$ cat src/rtl/ds_pkt_pkg.sv
// ds_pkt_pkg -- shared types, constants and helpers for the multi-beat
// packet generator.
//   gen_state_t : generator state machine encoding (IDLE, LOAD, SEND, DONE)
//   LFSR_POLY   : Galois feedback mask used by every payload lane
//   HDR_*_LSB   : bit offsets of the fields in the optional sop header
//   lane_count  : number of 32-bit payload lanes in a beat
//   lfsr_step   : one right-shifting Galois LFSR step
//   build_hdr   : assembles {seq[15:0], len[7:0], 4'h0, addr[3:0]}
package ds_pkt_pkg;

    typedef enum logic [1:0] {
        IDLE = 2'd0,
        LOAD = 2'd1,
        SEND = 2'd2,
        DONE = 2'd3
    } gen_state_t;

    localparam logic [31:0] LFSR_POLY = 32'h8020_0003;

    localparam int HDR_ADDR_LSB = 0;
    localparam int HDR_LEN_LSB  = 8;
    localparam int HDR_SEQ_LSB  = 16;

    function automatic int lane_count(input int data_width);
        return data_width / 32;
    endfunction

    // Right-shifting Galois form: the bit shifted out selects the feedback mask.
    function automatic logic [31:0] lfsr_step(input logic [31:0] s);
        logic [31:0] n;
        n = {1'b0, s[31:1]};
        if (s[0]) begin
            n = n ^ LFSR_POLY;
        end else begin
            n = n;
        end
        return n;
    endfunction

    function automatic logic [31:0] build_hdr(input logic [15:0] seq,
                                              input logic [7:0]  len,
                                              input logic [3:0]  addr);
        logic [31:0] h;
        h = 32'h0000_0000;
        h[HDR_SEQ_LSB  +: 16] = seq;
        h[HDR_LEN_LSB  +: 8]  = len;
        h[HDR_ADDR_LSB +: 4]  = addr;
        return h;
    endfunction

endpackage

$ cat src/rtl/t_DATA_STREAM.sv
// t_DATA_STREAM -- NAP data-stream interface.
//   valid/ready : AXI-style handshake, a beat moves when both are high
//   data        : DATA_WIDTH payload bits
//   addr        : 4-bit destination NAP address
//   sop/eop     : first / last beat of a packet
// Modport tx drives everything except ready; rx is its mirror.
interface t_DATA_STREAM #(
    parameter int DATA_WIDTH = 256
);
    logic                  valid;
    logic                  ready;
    logic [DATA_WIDTH-1:0] data;
    logic [3:0]            addr;
    logic                  sop;
    logic                  eop;

    modport tx (output valid, output data, output addr, output sop, output eop, input ready);
    modport rx (input valid, input data, input addr, input sop, input eop, output ready);
endinterface

$ cat src/rtl/ds_payload_gen.sv
// ds_payload_gen -- per-lane payload source, TGT_DATA_WIDTH/32 lanes.
//   i_clk, i_reset : clock, synchronous active-high reset (re-seeds lanes)
//   i_load         : re-seed every lane
//   i_advance      : step every lane to the next beat
//   o_data         : payload of the current beat
//   o_data_next    : payload of the following beat, so the caller can
//                    present a new beat in the same cycle it advances
// LINEAR_PKTS != 0: lane k of beat n = n*lanes + k.
// LINEAR_PKTS == 0: lane k is a Galois LFSR seeded with LFSR_SEED + k.
module ds_payload_gen
    import ds_pkt_pkg::*;
#(
    parameter int          TGT_DATA_WIDTH = 256,
    parameter int          LINEAR_PKTS    = 0,
    parameter logic [31:0] LFSR_SEED      = 32'hACE1_2021
) (
    input  logic                      i_clk,
    input  logic                      i_reset,
    input  logic                      i_load,
    input  logic                      i_advance,
    output logic [TGT_DATA_WIDTH-1:0] o_data,
    output logic [TGT_DATA_WIDTH-1:0] o_data_next
);

    localparam int LANES = lane_count(TGT_DATA_WIDTH);

    for (genvar k = 0; k < LANES; k++) begin : g_lane
        logic [31:0] lane_r;
        logic [31:0] seed_s;
        logic [31:0] step_s;

        // Seed and next value for this lane in the selected payload mode.
        always_comb begin
            seed_s = 32'h0000_0000;
            step_s = lane_r;
            if (LINEAR_PKTS != 0) begin
                seed_s = 32'(k);
                step_s = lane_r + 32'(LANES);
            end else begin
                seed_s = LFSR_SEED + 32'(k);
                step_s = lfsr_step(lane_r);
            end
        end

        // Lane state: re-seed on reset or load, step on each accepted beat.
        always_ff @(posedge i_clk) begin
            if (i_reset) begin
                lane_r <= seed_s;
            end else if (i_load) begin
                lane_r <= seed_s;
            end else if (i_advance) begin
                lane_r <= step_s;
            end else begin
                lane_r <= lane_r;
            end
        end

        assign o_data[32*k +: 32]      = lane_r;
        assign o_data_next[32*k +: 32] = step_s;
    end

endmodule

$ cat src/rtl/ds_multi_pkt_gen.sv
// ds_multi_pkt_gen -- multi-beat packet generator driving a NAP data-stream
// TX interface. Destinations rotate round-robin over i_dest_list.
//   i_clk, i_reset : clock, synchronous active-high reset
//   i_start        : rising edge starts a run, low requests a graceful stop
//   i_enable       : pause between beats when low
//   i_pkt_len      : beats per packet (0 behaves as 1)
//   i_num_pkts     : packets per run (0 = continuous)
//   i_dest_list    : NUM_DEST 4-bit addresses, entry 0 in the LSBs
//   o_pkt_count    : packets completed since the last start (saturating)
//   o_busy         : high in LOAD and SEND
//   o_done         : sticky, set once i_num_pkts packets have completed
//   if_data_stream : valid/ready/data/addr/sop/eop beat stream
// Optional build macro DS_PKT_HDR_INSERT_EN: data[31:0] of each sop beat
// carries {seq[15:0], len[7:0], 4'h0, addr[3:0]} instead of payload.
module ds_multi_pkt_gen
    import ds_pkt_pkg::*;
#(
    parameter int          TGT_DATA_WIDTH = 256,
    parameter int          NUM_DEST       = 4,
    parameter int          LEN_WIDTH      = 8,
    parameter int          CNT_WIDTH      = 16,
    parameter int          LINEAR_PKTS    = 0,
    parameter logic [31:0] LFSR_SEED      = 32'hACE1_2021
) (
    input  logic                  i_clk,
    input  logic                  i_reset,
    input  logic                  i_start,
    input  logic                  i_enable,
    input  logic [LEN_WIDTH-1:0]  i_pkt_len,
    input  logic [CNT_WIDTH-1:0]  i_num_pkts,
    input  logic [NUM_DEST*4-1:0] i_dest_list,
    output logic [CNT_WIDTH-1:0]  o_pkt_count,
    output logic                  o_busy,
    output logic                  o_done,
    t_DATA_STREAM.tx              if_data_stream
);

    localparam int DEST_W = (NUM_DEST > 1) ? $clog2(NUM_DEST) : 1;

    gen_state_t                state_r, state_next_s;
    logic                      valid_r, valid_next_s;
    logic                      sop_r, sop_next_s;
    logic                      eop_r, eop_next_s;
    logic [3:0]                addr_r, addr_next_s;
    logic [TGT_DATA_WIDTH-1:0] data_r, data_next_s;
    logic [LEN_WIDTH-1:0]      beat_idx_r, beat_idx_next_s, beat_idx_adv_s;
    logic [DEST_W-1:0]         dest_idx_r, dest_idx_next_s, dest_idx_adv_s;
    logic [CNT_WIDTH-1:0]      pkt_count_r, pkt_count_next_s, pkt_count_adv_s;
    logic [LEN_WIDTH-1:0]      len_r, len_next_s;
    logic [CNT_WIDTH-1:0]      num_r, num_next_s;
    logic                      done_r, done_next_s;
    logic                      busy_r, busy_next_s;
    logic                      start_q_r;

    logic                      accept_s;
    logic                      eop_acc_s;
    logic                      last_pkt_s;
    logic                      start_rise_s;
    logic                      gen_load_s;
    logic                      beat_sop_s;
    logic                      beat_eop_s;
    logic [3:0]                beat_addr_s;
    logic [TGT_DATA_WIDTH-1:0] payload_s;
    logic [TGT_DATA_WIDTH-1:0] beat_data_s;
    logic [TGT_DATA_WIDTH-1:0] gen_data_s;
    logic [TGT_DATA_WIDTH-1:0] gen_next_s;

    ds_payload_gen #(
        .TGT_DATA_WIDTH (TGT_DATA_WIDTH),
        .LINEAR_PKTS    (LINEAR_PKTS),
        .LFSR_SEED      (LFSR_SEED)
    ) u_payload (
        .i_clk       (i_clk),
        .i_reset     (i_reset),
        .i_load      (gen_load_s),
        .i_advance   (accept_s),
        .o_data      (gen_data_s),
        .o_data_next (gen_next_s)
    );

    // Handshake decode and the index/counter values after this cycle's acceptance.
    always_comb begin
        accept_s        = valid_r & if_data_stream.ready;
        eop_acc_s       = accept_s & eop_r;
        start_rise_s    = i_start & ~start_q_r;
        beat_idx_adv_s  = beat_idx_r;
        dest_idx_adv_s  = dest_idx_r;
        pkt_count_adv_s = pkt_count_r;
        last_pkt_s      = 1'b0;
        if (accept_s) begin
            if (eop_r) begin
                beat_idx_adv_s = {LEN_WIDTH{1'b0}};
            end else begin
                beat_idx_adv_s = beat_idx_r + LEN_WIDTH'(1);
            end
        end else begin
            beat_idx_adv_s = beat_idx_r;
        end
        if (eop_acc_s) begin
            if (dest_idx_r == DEST_W'(NUM_DEST - 1)) begin
                dest_idx_adv_s = {DEST_W{1'b0}};
            end else begin
                dest_idx_adv_s = dest_idx_r + DEST_W'(1);
            end
            if (&pkt_count_r) begin
                pkt_count_adv_s = pkt_count_r;
            end else begin
                pkt_count_adv_s = pkt_count_r + CNT_WIDTH'(1);
            end
            // Compared one bit wider so a count of all-ones cannot wrap.
            last_pkt_s = (num_r != {CNT_WIDTH{1'b0}}) &&
                         (({1'b0, pkt_count_r} + {{CNT_WIDTH{1'b0}}, 1'b1}) == {1'b0, num_r});
        end else begin
            dest_idx_adv_s  = dest_idx_r;
            pkt_count_adv_s = pkt_count_r;
            last_pkt_s      = 1'b0;
        end
    end

    // Content of the beat that would be presented next.
    always_comb begin
        beat_sop_s  = (beat_idx_adv_s == {LEN_WIDTH{1'b0}});
        beat_eop_s  = (beat_idx_adv_s == (len_r - LEN_WIDTH'(1)));
        beat_addr_s = i_dest_list[{dest_idx_adv_s, 2'b00} +: 4];
        // On acceptance the generator steps this same edge, so take its next value.
        if (accept_s) begin
            payload_s = gen_next_s;
        end else begin
            payload_s = gen_data_s;
        end
        beat_data_s = payload_s;
`ifdef DS_PKT_HDR_INSERT_EN
        if (beat_sop_s) begin
            beat_data_s[31:0] = build_hdr(16'(pkt_count_adv_s), 8'(len_r), beat_addr_s);
        end else begin
            beat_data_s[31:0] = payload_s[31:0];
        end
`endif
    end

    // Next-state and next-output logic of the generator state machine.
    always_comb begin
        state_next_s     = state_r;
        valid_next_s     = valid_r;
        sop_next_s       = sop_r;
        eop_next_s       = eop_r;
        addr_next_s      = addr_r;
        data_next_s      = data_r;
        beat_idx_next_s  = beat_idx_adv_s;
        dest_idx_next_s  = dest_idx_adv_s;
        pkt_count_next_s = pkt_count_adv_s;
        len_next_s       = len_r;
        num_next_s       = num_r;
        done_next_s      = done_r;
        gen_load_s       = 1'b0;
        case (state_r)
            IDLE: begin
                if (start_rise_s) begin
                    state_next_s = LOAD;
                end else begin
                    state_next_s = IDLE;
                end
            end
            LOAD: begin
                if (i_pkt_len == {LEN_WIDTH{1'b0}}) begin
                    len_next_s = LEN_WIDTH'(1);
                end else begin
                    len_next_s = i_pkt_len;
                end
                num_next_s       = i_num_pkts;
                beat_idx_next_s  = {LEN_WIDTH{1'b0}};
                dest_idx_next_s  = {DEST_W{1'b0}};
                pkt_count_next_s = {CNT_WIDTH{1'b0}};
                done_next_s      = 1'b0;
                gen_load_s       = 1'b1;
                state_next_s     = SEND;
            end
            SEND: begin
                if (valid_r && !if_data_stream.ready) begin
                    // Stalled beat: everything holds.
                    state_next_s = SEND;
                end else if (last_pkt_s) begin
                    valid_next_s = 1'b0;
                    done_next_s  = 1'b1;
                    state_next_s = DONE;
                end else if (eop_acc_s && !i_start) begin
                    valid_next_s = 1'b0;
                    state_next_s = IDLE;
                end else if (!valid_r && (beat_idx_r == {LEN_WIDTH{1'b0}}) && !i_start) begin
                    // Stop requested while paused on a packet boundary.
                    state_next_s = IDLE;
                end else if (i_enable) begin
                    valid_next_s = 1'b1;
                    sop_next_s   = beat_sop_s;
                    eop_next_s   = beat_eop_s;
                    addr_next_s  = beat_addr_s;
                    data_next_s  = beat_data_s;
                    state_next_s = SEND;
                end else begin
                    valid_next_s = 1'b0;
                    state_next_s = SEND;
                end
            end
            DONE: begin
                if (!i_start) begin
                    state_next_s = IDLE;
                end else begin
                    state_next_s = DONE;
                end
            end
            default: begin
                valid_next_s = 1'b0;
                state_next_s = IDLE;
            end
        endcase
        busy_next_s = (state_next_s == LOAD) || (state_next_s == SEND);
    end

    // State and output registers.
    always_ff @(posedge i_clk) begin
        if (i_reset) begin
            state_r     <= IDLE;
            valid_r     <= 1'b0;
            sop_r       <= 1'b0;
            eop_r       <= 1'b0;
            addr_r      <= 4'h0;
            data_r      <= {TGT_DATA_WIDTH{1'b0}};
            beat_idx_r  <= {LEN_WIDTH{1'b0}};
            dest_idx_r  <= {DEST_W{1'b0}};
            pkt_count_r <= {CNT_WIDTH{1'b0}};
            len_r       <= LEN_WIDTH'(1);
            num_r       <= {CNT_WIDTH{1'b0}};
            done_r      <= 1'b0;
            busy_r      <= 1'b0;
            start_q_r   <= 1'b0;
        end else begin
            state_r     <= state_next_s;
            valid_r     <= valid_next_s;
            sop_r       <= sop_next_s;
            eop_r       <= eop_next_s;
            addr_r      <= addr_next_s;
            data_r      <= data_next_s;
            beat_idx_r  <= beat_idx_next_s;
            dest_idx_r  <= dest_idx_next_s;
            pkt_count_r <= pkt_count_next_s;
            len_r       <= len_next_s;
            num_r       <= num_next_s;
            done_r      <= done_next_s;
            busy_r      <= busy_next_s;
            start_q_r   <= i_start;
        end
    end

    assign if_data_stream.valid = valid_r;
    assign if_data_stream.sop   = sop_r;
    assign if_data_stream.eop   = eop_r;
    assign if_data_stream.addr  = addr_r;
    assign if_data_stream.data  = data_r;
    assign o_pkt_count          = pkt_count_r;
    assign o_busy               = busy_r;
    assign o_done               = done_r;

endmodule

$ cat src/flat_wrapper.sv
// flat-port wrapper written by rule: the top's interface ports become plain ports
module ds_multi_pkt_gen_flat import ds_pkt_pkg::*;
#(
    parameter int          TGT_DATA_WIDTH = 256,
    parameter int          NUM_DEST       = 4,
    parameter int          LEN_WIDTH      = 8,
    parameter int          CNT_WIDTH      = 16,
    parameter int          LINEAR_PKTS    = 0,
    parameter logic [31:0] LFSR_SEED      = 32'hACE1_2021
)
  (i_clk, i_reset, i_start, i_enable, i_pkt_len, i_num_pkts, i_dest_list, o_pkt_count, o_busy, o_done, if_data_stream_valid, if_data_stream_data, if_data_stream_addr, if_data_stream_sop, if_data_stream_eop, if_data_stream_ready);
  t_DATA_STREAM if_data_stream_i ();
  input  logic i_clk;
  input  logic i_reset;
  input  logic i_start;
  input  logic i_enable;
  input  logic [LEN_WIDTH-1:0] i_pkt_len;
  input  logic [CNT_WIDTH-1:0] i_num_pkts;
  input  logic [NUM_DEST*4-1:0] i_dest_list;
  output logic [CNT_WIDTH-1:0] o_pkt_count;
  output logic o_busy;
  output logic o_done;
  output wire logic [$bits(if_data_stream_i.valid)-1:0] if_data_stream_valid;
  output wire logic [$bits(if_data_stream_i.data)-1:0] if_data_stream_data;
  output wire logic [$bits(if_data_stream_i.addr)-1:0] if_data_stream_addr;
  output wire logic [$bits(if_data_stream_i.sop)-1:0] if_data_stream_sop;
  output wire logic [$bits(if_data_stream_i.eop)-1:0] if_data_stream_eop;
  input wire logic [$bits(if_data_stream_i.ready)-1:0] if_data_stream_ready;
  assign if_data_stream_valid = if_data_stream_i.valid;
  assign if_data_stream_data = if_data_stream_i.data;
  assign if_data_stream_addr = if_data_stream_i.addr;
  assign if_data_stream_sop = if_data_stream_i.sop;
  assign if_data_stream_eop = if_data_stream_i.eop;
  assign if_data_stream_i.ready = if_data_stream_ready;
  ds_multi_pkt_gen #(.TGT_DATA_WIDTH(TGT_DATA_WIDTH), .NUM_DEST(NUM_DEST), .LEN_WIDTH(LEN_WIDTH), .CNT_WIDTH(CNT_WIDTH), .LINEAR_PKTS(LINEAR_PKTS), .LFSR_SEED(LFSR_SEED)) u_core (.i_clk(i_clk), .i_reset(i_reset), .i_start(i_start), .i_enable(i_enable), .i_pkt_len(i_pkt_len), .i_num_pkts(i_num_pkts), .i_dest_list(i_dest_list), .o_pkt_count(o_pkt_count), .o_busy(o_busy), .o_done(o_done), .if_data_stream(if_data_stream_i));
endmodule
$ cat config.mk
export PLATFORM = sky130hd
export DESIGN_NAME = ds_multi_pkt_gen_flat
export DESIGN_NICKNAME = d
export VERILOG_FILES = /design/src/rtl/ds_pkt_pkg.sv /design/src/rtl/t_DATA_STREAM.sv /design/src/rtl/ds_payload_gen.sv /design/src/rtl/ds_multi_pkt_gen.sv /design/src/flat_wrapper.sv
export SDC_FILE = /design/constraint.sdc
export NUM_CORES = 1
export LEC_CHECK = 0
export ABC_AREA = 1
export CAP_MARGIN = 20
export CORE_ASPECT_RATIO = 1.2
export CORE_MARGIN = 4
export CORE_UTILIZATION = 58
export DETAILED_ROUTE_END_ITERATION = 7
export PLACE_DENSITY = 0.87
export SLEW_MARGIN = 0
export SYNTH_ARGS = -nofsm -noshare
export SYNTH_HDL_FRONTEND = slang
export SYNTH_SLANG_ARGS = --single-unit
$ cat constraint.sdc
create_clock -name i_clk -period 5.1 [get_ports i_clk]
set_input_delay 1.275 -clock i_clk [delete_from_list [all_inputs] [get_ports i_clk]]
set_output_delay 1.275 -clock i_clk [all_outputs]
set_load 0.02 [all_outputs]
; Word level (Yosys, flattened, before mapping)
; Cells that the tools add are included.
[word_totals]
ff_bits = 574
latch_bits = 0
ram_bits = 0
romBits = 0
in_bits = 45
wordCells = 108
mem_count = 0
[op_classes]
add_sub_neg = 5
mul = 0
div = 0
order_cmp = 0
eq_ne = 11
shifts = 1
n_mux = 30
n_bitwise = 17
reduce_logical = 22
[ops]
columns = operator, n
row1 = two-way mux 256 bit, 1
row2 = two-way mux 32 bit, 8
row3 = NOT 3 -> 4 bit, 8
row4 = zero test 8 bit, 3
row5 = two-way mux 8 bit, 3
row6 = adder 16 x 1 -> 17 bit (second input constant), 1
row7 = equality test 17 x 16 -> 1 bit, 1
row8 = adder 16 x 1 -> 16 bit (second input constant), 1
row9 = AND reduction 16 bit, 1
row10 = nonzero test 16 bit, 1
row11 = indexed part select 16 x 5 -> 4 bit, 1
row12 = two-way mux 2 bit, 7
row13 = two-way mux 1 bit, 9
row14 = adder 8 x 1 -> 8 bit (second input constant), 1
row15 = equality test 2 bit (second input constant), 4
row16 = equality test 8 bit, 1
row17 = one-hot mux 2 bit (4 select lines), 1
row18 = subtractor 8 x 1 -> 8 bit (second input constant), 1
row19 = NOT 1 bit, 6
row20 = AND reduction 3 bit, 2
row21 = AND reduction 6 bit, 1
row22 = logical AND 1 bit, 5
row23 = equality test 2 x 1 -> 1 bit (second input constant), 2
row24 = OR reduction 2 bit, 2
row25 = other kinds (11), 15

; Longest topological paths before layout
[depth]
word_depth = 10
mapped_depth = 19
depth_no_buf = 19

; Cells and area by module
; Synthesis repeated with hierarchy kept, for this count alone.
[hier_totals]
hier_cells = 3941
hier_area_um2 = 27338.7
[modules_own_cells]
columns = module, n_inst, cells_per_inst, area_each_um2, seq_area_each_um2
row1 = ds_multi_pkt_gen, 1, 2505, 16365.7, 6366.1
row2 = ds_payload_gen, 1, 1436, 10973.0, 5124.9

; Worst setup path before layout
; Ideal clock, no wire load.
[synth_timing]
path_kind = input -> register
from = in if_data_stream_ready
to = reg u_core.data_r[100] (netlist: u_core.if_data_stream.data[100])
arrival_ns = 2.934
t_required_ns = 4.984
slack_ns = 2.050
stages = 15
path_buffers = 3
path_cell_list = nand2_2 nor2_4 inv_2 nor2_4 nand3_1 nor2_1 nand3_1 nor2_1 nand2_1 nand2_2 inv_2 buf_6 buf_6 buf_6 o211a_1
[synth_between]
elab_chain_cells = 5
elab_cells_between_ends = 11
cone_classes = mux (2) / bitwise (5) / reduce/logical (4)
[synth_rtl]
columns = element, line_no
row1 = start: declaration, flat_wrapper.sv:28  ; input wire logic [$bits(if_data_stream_i.ready)-1:0] if_data_stream_ready;
row2 = AND 1 bit, ds_multi_pkt_gen.sv:83  ; accept_s = valid_r & if_data_stream.ready;
row3 = AND 1 bit, ds_multi_pkt_gen.sv:84  ; eop_acc_s = accept_s & eop_r;
row4 = two-way mux 1 bit or logical AND 1 bit (tied branches), "ds_multi_pkt_gen.sv:99, ds_multi_pkt_gen.sv:186"
row5 = NOT 1 bit (no source line), -
row6 = AND reduction 6 bit (no source line), -
row7 = end signal: assignment, ds_multi_pkt_gen.sv:227  ; data_r <= {TGT_DATA_WIDTH{1'b0}};
row8 = end signal: assignment, ds_multi_pkt_gen.sv:242  ; data_r <= data_next_s;
row9 = end: declaration, ds_multi_pkt_gen.sv:45  ; logic [TGT_DATA_WIDTH-1:0] data_r, data_next_s;
; Several ways; a longest one is shown, not always the timed one.
; A chain may end at the register's enable or synchronous reset.

; Worst setup path in the final report
[layout_timing]
from = in if_data_stream_ready
to = reg u_core.data_r[139] (netlist: u_core.if_data_stream.data[139])
; The elaborated chain is that of the path after synthesis.

==> results.toml <==
[finish]
antenna_cells = 0
drive_gt1_share_pct = 5.19
layout_common_cells = "dfxtp_1 (574), nand2_1 (513), clkdlybuf4s50_1 (325), nor2_1 (251), o211a_1 (233)"
fin_util_pct = 73.3
final_common_cell = "dfxtp_1"
nNetsFinal = 2615
multi_input_area_sq_mm = 0.00923
n_fill_cell = 2544
area_delta_synth_final_pct = 24.4
seq_area_sq_mm = 0.0115

[route]
drc = 0
drt-total-wl_um = 55600
wire_per_inst_um = 18.1
vias = 17300
ant_nets = 0
viasPerCell = 5.62
drt_first_pass_iters = 5
first_iter_violations = 1082

[clocking]
cts_buffers = 53
root_buffer = "clkbuf_16"
clock_sinks = 574
cts_setup_buffers = 0
cts_hold_buffers = 0
clkLatencyLatePin_ps = 590
htreeDepth = 2
cts_resized = 0
clk_pin_slew_ps = 60
ctsLongestPathBuffers = 3
tritoncts = "built"

[global_routing]
grt_pass1_wl_um = 88900
grt_overflow = 0
grt_pass1_vias = 17400
track_usage_pct = 26.4
grt_max_degree = 188
antenna_found_initial = 0

[yosys]
synth_seq_cells = 574
syn_avg_cell_area_sq_um = 9.41
synth_area_sq_mm = 0.0218
synth_cell_types = 38
syn_inst = 2315
syn_nets = 2369
yosys_warnings = 0
yosysSeqAreaShare_pct = 52.7

[hold_path]
min_path_type = "register to register"

[setup_path]
path_depth = 7
path_class = "primary input to register"
crit_path_top_delay_cell = "buf_4"
rr_endpoint = "u_core.if_data_stream.data[0]"
reg2reg_from = "u_core.o_pkt_count[5]"
crit_buf_inv = 3
crit_path_start_kind = "primary input"
reg2reg_slack_ps = 1570
setup.worst_path.end = "u_core.if_data_stream.data[139]"
critPathMaxFanout = 65
reg2reg_depth = 17
crit_family = "buffers and inverters"
cp-end-kind = "register"
critical_path.startpoint = "if_data_stream_ready"
cpMostUsedCell = "buf_4"
crit_chain = "clkdlybuf4s50_1 > nand2_8 > buf_4 > buf_4 > mux2i_1 > nand2_1 > o211a_1"
crit_arrival_ps = 4430
critPathRequiredTime_ps = 5570
max_stage_delay_ps = 950

[placed_design]
port_buffers = 325
place_hpwl_um = 35500
globalplace.congestion = 0.913

[floorplanning]
dieWidth_um = 185
row_count = 77
coreArea_sq_mm = 0.0370
die_area_sq_mm = 0.0407
die_h_um = 220
start_util_pct = 58.9
ioPinCount = 326

[pwr]
powerDensity_mw_per_mm2 = 378
leakagePower_nw = 13.4
ir_drop_uv = 371

[sta]
timing.fmax_mhz = 253
setup_violations = 0
tns_ps = 0
fin_skew_ps = 25.8
max_slew_margin_pct = 27.9
worst_pin_slew_ps = 1080
fin_crit_sh_pct = 77.6
fin_crit_ps = 3960
hold_viol = 0
drv_slew = 0
rsz0062_at_grt = "false"

[flow_run]
maxCapViolations = 0

[run_status]
status = "finished, final reports clean"
[routing by layer]
metal	track usage [%]	wire length, um	up-vias
li1	-	-	8292
met1	30.3	21600	8363
met3	6.79	3950	115
met4	9.42	1790	0
met2	47.5	28200	511
met5	0	0	-
[sequential cells by signal, indices dropped and copies added (netlist names)]
signal / flops
u_core.if_data_stream.data: 256
u_core.u_payload.g_lane.lane_r: 256
u_core.num_r: 16
u_core.o_pkt_count: 16
u_core.beat_idx_r: 8
u_core.len_r: 8
u_core.if_data_stream.addr: 4
u_core.dest_idx_r: 2
u_core.state_r: 2
u_core.if_data_stream.eop: 1
u_core.if_data_stream.sop: 1
u_core.if_data_stream.valid: 1
u_core.o_busy: 1
u_core.o_done: 1
u_core.start_q_r: 1
[report_power, final]
| group | total, mW | switching (mW) | internal, mW |
|---|---|---|---|
| Combinational | 1.03 | 0.617 | 0.413 |
| Sequential | 4.75 | 0.105 | 4.64 |
| Clock | 4.47 | 1.74 | 2.73 |
| Total | 10.2 | 2.46 | 7.78 |
[cells in the mapped netlist]
master    count  area share, %
nor2_1      252            4.3
nand4_1      16           0.46
a311oi_1      2          0.080
a31o_2        1          0.040
clkbuf_1    100            1.7
nor3b_1       1          0.034
nand2_2       3          0.086
buf_6        23            1.2
a21oi_1      36           0.83
xnor2_1      11           0.44
nor4_1        3          0.086
inv_1        83            1.4
mux2i_1     229             11
nor3_1        9           0.21
a22oi_1       1          0.034
a41oi_1       2          0.080
o21ai_1       2          0.046
nand3_1      48            1.1
clkinv_1      1          0.017
nor2_4        5           0.26
ha_1          9           0.52
inv_2         3          0.052
buf_1        23           0.40
o21a_1        1          0.034
or2_2         9           0.26
o211a_1     233             11
dfxtp_1     574             53
buf_2         2          0.046
xnor3_1       1           0.10
o21bai_1      1          0.034
buf_4         4           0.14
nand2_1     513            8.8
nand3b_1      1          0.034
a31oi_1       1          0.029
xor2_1       27            1.1
o21ai_0      78            1.8
nor2_2        1          0.029
o22ai_1       6           0.17
[cells by family (layout without fill, tap and decap cells)]
group           Yosys count  count (layout)  share of synthesized area (%)
xor+xnor                 39              39                           1.63
simple gates            861             861                           15.7
flops                   574             574                           52.7
mux                     229             229                           10.5
buf+inv                 239             527                           4.99
compound gates          364             364                           13.9
fa+ha+maj                 9               9                          0.517
[cell type report]
class                   instances  area share, %
multi-input cells            1502           34.1
inverters                      87           1.28
clock inverters                32           2.05
well taps                     474           2.19
flip-flops and latches        574           42.4
clock buffers                  65           5.32
repair buffers                343           12.7
[tightest hold or removal path: cells and delay by family, from the launching register on]
family	cells	cell delay, ps
flip-flops	1	310
AND/OR/NAND/NOR	1	60
AO/OA/AOI/OAI	1	60
[worst min path at each step]
stage	startpoint	to	slack, ps	depth (start not counted)
after detailed placement	u_core.if_data_stream.data[225]	u_core.if_data_stream.data[225]	470	2
final	u_core.if_data_stream.data[53]	u_core.if_data_stream.data[53]	470	2
after global routing	u_core.if_data_stream.data[225]	u_core.if_data_stream.data[225]	500	2
after floorplan	u_core.len_r[7]	u_core.len_r[7]	440	2
after CTS	u_core.if_data_stream.data[225]	u_core.if_data_stream.data[225]	480	2
after global placement	u_core.if_data_stream.data[213]	u_core.if_data_stream.data[213]	450	2
[through the flow]
step / hold slack (ps) / instance area [sq um] / worst slack (ps) / std cells / power (mW)
floorplan: 443 / 21800 / 2050 / 2315 / 5.45
finish: 471 / 27100 / 1140 / 3077 / 10.2
detailed placement: 467 / 25100 / 645 / 2980 / 5.86
global placement: 453 / 25100 / 785 / 2980 / 5.84
CTS: 476 / 27100 / 1200 / 3077 / 10.3
global route: 498 / 27100 / 1030 / 3077 / 10.6
Note: power is estimated with default switching activity, not from simulation.
